### src/rtl/logicsystem_sweeper.sv
// On-chip self-test sequencer for the 4-input logicsystem block: sweeps all 16
// input vectors, captures out per vector, checks out_n complementarity and grades the table.
module logicsystem_sweeper #(
  parameter int unsigned SETTLE_CYCLES = 2
) (
  input  logic        clk,
  input  logic        rst,
  input  logic        start,
  input  logic [15:0] expected,
  output logic        a,
  output logic        b,
  output logic        c,
  output logic        d,
  input  logic        out,
  input  logic        out_n,
  output logic        busy,
  output logic        done,
  output logic [15:0] truth_table,
  output logic        compl_err,
  output logic [3:0]  err_index,
  output logic        pass
);

  typedef enum logic [1:0] {
    IDLE   = 2'd0,
    SETTLE = 2'd1,
    SAMPLE = 2'd2,
    DONE   = 2'd3
  } state_t;

  localparam logic [7:0] SETTLE_LAST = 8'(SETTLE_CYCLES - 1);

  state_t      state_q, state_d;
  logic [3:0]  idx_q, idx_d;
  logic [7:0]  cnt_q, cnt_d;
  logic [15:0] tt_q, tt_d;
  logic        cerr_q, cerr_d;
  logic [3:0]  eidx_q, eidx_d;
  logic        pass_q, pass_d;
  logic        busy_q, busy_d;
  logic        done_q, done_d;

  // Next-state and result-register computation for the sweep sequencer.
  always_comb begin
    state_d = state_q;
    idx_d   = idx_q;
    cnt_d   = cnt_q;
    tt_d    = tt_q;
    cerr_d  = cerr_q;
    eidx_d  = eidx_q;
    pass_d  = pass_q;
    case (state_q)
      IDLE: begin
        if (start) begin
          state_d = SETTLE;
          idx_d   = 4'd0;
          cnt_d   = 8'd0;
          tt_d    = 16'd0;
          cerr_d  = 1'b0;
          eidx_d  = 4'd0;
          pass_d  = 1'b0;
        end else begin
          state_d = IDLE;
        end
      end
      SETTLE: begin
        if (cnt_q == SETTLE_LAST) begin
          cnt_d   = 8'd0;
          state_d = SAMPLE;
        end else begin
          cnt_d   = cnt_q + 8'd1;
        end
      end
      SAMPLE: begin
        tt_d[idx_q] = out;
        // Only the first complementarity violation is recorded.
        if ((out_n == out) && !cerr_q) begin
          cerr_d = 1'b1;
          eidx_d = idx_q;
        end else begin
          cerr_d = cerr_q;
        end
        if (idx_q == 4'd15) begin
          idx_d   = 4'd0;
          state_d = DONE;
        end else begin
          idx_d   = idx_q + 4'd1;
          state_d = SETTLE;
        end
      end
      DONE: begin
        pass_d  = (tt_q == expected) && !cerr_q;
        state_d = IDLE;
      end
      default: begin
        state_d = IDLE;
      end
    endcase
    busy_d = (state_d == SETTLE) || (state_d == SAMPLE);
    done_d = (state_d == DONE);
  end

  // State and output registers.
  always_ff @(posedge clk or posedge rst) begin
    if (rst) begin
      state_q <= IDLE;
      idx_q   <= 4'd0;
      cnt_q   <= 8'd0;
      tt_q    <= 16'd0;
      cerr_q  <= 1'b0;
      eidx_q  <= 4'd0;
      pass_q  <= 1'b0;
      busy_q  <= 1'b0;
      done_q  <= 1'b0;
    end else begin
      state_q <= state_d;
      idx_q   <= idx_d;
      cnt_q   <= cnt_d;
      tt_q    <= tt_d;
      cerr_q  <= cerr_d;
      eidx_q  <= eidx_d;
      pass_q  <= pass_d;
      busy_q  <= busy_d;
      done_q  <= done_d;
    end
  end

  assign a           = idx_q[0];
  assign b           = idx_q[1];
  assign c           = idx_q[2];
  assign d           = idx_q[3];
  assign busy        = busy_q;
  assign done        = done_q;
  assign truth_table = tt_q;
  assign compl_err   = cerr_q;
  assign err_index   = eidx_q;
  assign pass        = pass_q;

endmodule

### config.mk
export PLATFORM = sky130hd
export DESIGN_NAME = logicsystem_sweeper
export DESIGN_NICKNAME = d
export VERILOG_FILES = /design/src/rtl/logicsystem_sweeper.sv
export SDC_FILE = /design/constraint.sdc
export NUM_CORES = 1
export LEC_CHECK = 0
export CAP_MARGIN = 10
export CORE_ASPECT_RATIO = 1.1
export CORE_MARGIN = 3
export CORE_UTILIZATION = 49
export CTS_CLUSTER_DIAMETER = 60
export CTS_CLUSTER_SIZE = 16
export DETAILED_ROUTE_END_ITERATION = 10
export MAX_ROUTING_LAYER = met4
export PLACE_DENSITY = 0.82
export SYNTH_ARGS = -nofsm -noshare
export SYNTH_HDL_FRONTEND = slang
export SYNTH_SLANG_ARGS = --single-unit
### constraint.sdc
create_clock -name clk -period 1.8 [get_ports clk]
set_input_delay 0.27 -clock clk [delete_from_list [all_inputs] [get_ports clk]]
set_output_delay 0.27 -clock clk [all_outputs]
set_load 0.01 [all_outputs]
==> flow_summary.yaml <==
critical_path:
  crit_family: "buffers and inverters"
  cp_num_cells: 1
  crit_slowest_cell: "clkdlybuf4s50_1"
  start_kind: "register"
  critPathKind: "reg -> out"
  cp.buffers_inverters: 1
  worstPathMaxFanout: 11
  required_ns: 1.53
  cp_slowest_stage_delay_ns: 0.61
  arrival_ns: 1.43
  r2r_cells: 6
  path_cells: "clkdlybuf4s50_1"
  setup.worst_path.end_class: "output port"
die:
  die_h_um: 73.87
  dieArea_um2: 5001
  initial_core_util: 0.5138
  core_area_um2: 3994
  ios: 49
  rows: 24
  dieWidth_um: 67.70
route:
  wl_met2_mm: 2.319
  dr.pass1.iters: 5
  top_layer: "met4"
  wire_per_inst_um: 14.33
  m1WireLength_mm: 1.967
  via_per_inst: 5.440
  wl_met3_um: 276
  drtIter0Drc: 81
  num_vias: 1757
  ant_nets: 0
  route.detailed.drc: 0
  wl_mm: 4.630
timing:
  clock-skew-final_ns: 0.01108
  setup_viol: 0
  rsz0062_at_grt: "false"
  finalMaxSlewViolations: 0
  finalCriticalPeriod_ns: 1.698
  slew_headroom: 0.6285
  hold_violations: 0
  final.setup.worst_slack_ns: 0.1023
  whs_ns: 0.3902
  fin_crit_sh: 0.9432
  tns_ns: 0
  fmax_mhz: 589.0
  worst_pin_slew_ns: 0.5561
cts:
  clkTransAtPathRegs_ns: 0.08
  cts_buffers: 5
  cts_tree: "built"
  clk_latency_ns: 0.29
  root_buffer: "clkbuf_8"
  cts_hold_buf: 0
  clock_sinks: 38
  post-cts-setup-buffers: 0
  cts_resized: 0
  htree_levels: 2
  cts_max_path_buffers: 2
power:
  pwr-share-seq: 0.411
  power_leakage_nw: 1.213
  switchingPower_w: 0.0009518
  power_density_nw_per_um2: 982.3
  comb_power_share: 0.364
  p_sw_frac: 0.3579
  ir_worst_vdd_v: 0.0009244
  internal-power_w: 0.001708
  clkPwrFrac: 0.225
layout:
  final_common_cell: "clkdlybuf4s50_1"
  final_nets: 298
  diodes: 0
  final_layout_size_suffix_gt1_frac: 0.08118
  final_cell_mix: "48 x clkdlybuf4s50_1, 43 x nand2_1, 38 x dfrtp_1"
  design_area_um2: 2708
  syn2layout_area_growth_pct: 31.95
  final_core_util: 0.6779
grt:
  grt_max_degree: 39
  grt_pass1_vias: 1670
  overflow: 0
  track_usage: 0.2072
  grt_pass1_wl_mm: 7.590
  antenna_found_initial: 0
synthesis:
  synth_cell_types: 36
  synth-edff-count: 0
  yosysWarnings: 0
  synth_nets: 245
  dominantRegCellSynth: "dfrtp_1"
  synth.area.top_cells: "dfrtp_1 46%, nand2_1 7.9%, xor2_1 6.0%"
  synthCells: 217
  ys_seq_area_frac: 0.4634
  ys_async_sr_fraction: 1.000
  synth-seq-cells: 38
  yosysTopAreaCellShare: 0.4634
  synth_area_leader_cell: "dfrtp_1"
  syn_area_per_cell_um2: 9.456
  netlist_area_um2: 2052
placed_design:
  gp_congestion: 0.8705
  port_buffers: 48
  place_area_um2: 2613
  hpwl_mm: 3.514
  dp_slack_ns: 0.1182
status:
  run_status: "completed"
min_path:
  worstHoldPathType: "in -> async"
run:
  maxCapViolations: 0
==> cells in the mapped netlist (all sizes together), types with 3 or more instances <==
master  count
buf         9
o311ai      4
nand2      43
nand3      10
nor2b       3
xor2       14
ha          7
nand4      18
xnor2       6
inv         6
dfrtp      38
nor4        3
nor2        6
o21ai      16
o211ai     11
==> worst paths after layout <==
check                        startpoint             end  slack (ns)
setup / recovery               idx_q[3]               d        0.10
hold / removal                      rst        cnt_q[3]        0.39
setup reg to reg               cnt_q[1]            busy        0.23
hold reg to reg            err_index[1]    err_index[1]        0.52
max in group asynchronous           rst  truth_table[4]        1.09
min in group clk           err_index[1]    err_index[1]        0.52
==> power by group through the flow <==
| stage | Sequential [W] | Clock, W | Combinational, W |
|---|---|---|---|
| final | 0.00109 | 0.000599 | 0.000968 |
| after global routing | 0.00111 | 0.000656 | 0.00108 |
| after CTS | 0.00109 | 0.000612 | 0.000974 |
| after detailed placement | 0.00111 | 0 | 0.000965 |
| after global placement | 0.00110 | 0 | 0.000939 |
| after floorplan | 0.00110 | 0 | 0.000586 |
==> per-stage QoR <==
step / instances / power [W]
6_report: 323 / 0.002660
5_1_grt: 323 / 0.002840
4_1_cts: 323 / 0.002679
3_5_place_dp: 315 / 0.002073
3_3_place_gp: 315 / 0.002043
2_1_floorplan: 217 / 0.001691
==> area by class of cell <==
| cell class | count | area (µm²) |
|---|---|---|
| clock buffer | 6 | 82.58 |
| clock inverter | 2 | 12.51 |
| sequential | 38 | 950.9 |
| tap | 52 | 65.06 |
| inverter | 6 | 22.52 |
| multi-input combinational | 162 | 1026 |
| fill | 310 | 1286 |
| timing repair buffer | 57 | 548.0 |
==> layer usage <==
metal	global-route usage	up-vias
met5	-	-
met2	0.3459	59
li1	-	882
met3	0.04281	6
met1	0.2515	810
met4	0.05856	0
==> flip-flops by register name, indices dropped and copies added (netlist names) <==
register and count:
done 1, err_index 4, cnt_q 8, idx_q 4
state_q 2, truth_table 16, compl_err 1, pass 1
busy 1
==> kinds of logic (layout without fill, tap and decap cells) <==
kind of cell / Yosys count / after routing / synth area share
compound gates: 40 / 40 / 0.1305
simple gates: 94 / 94 / 0.2366
mux: 1 / 1 / 0.004878
buf+inv: 17 / 71 / 0.03658
flops: 38 / 38 / 0.4634
xor+xnor: 20 / 20 / 0.08537
fa+ha+maj: 7 / 7 / 0.04268
No activity file was read; power rests on OpenSTA's default activity.
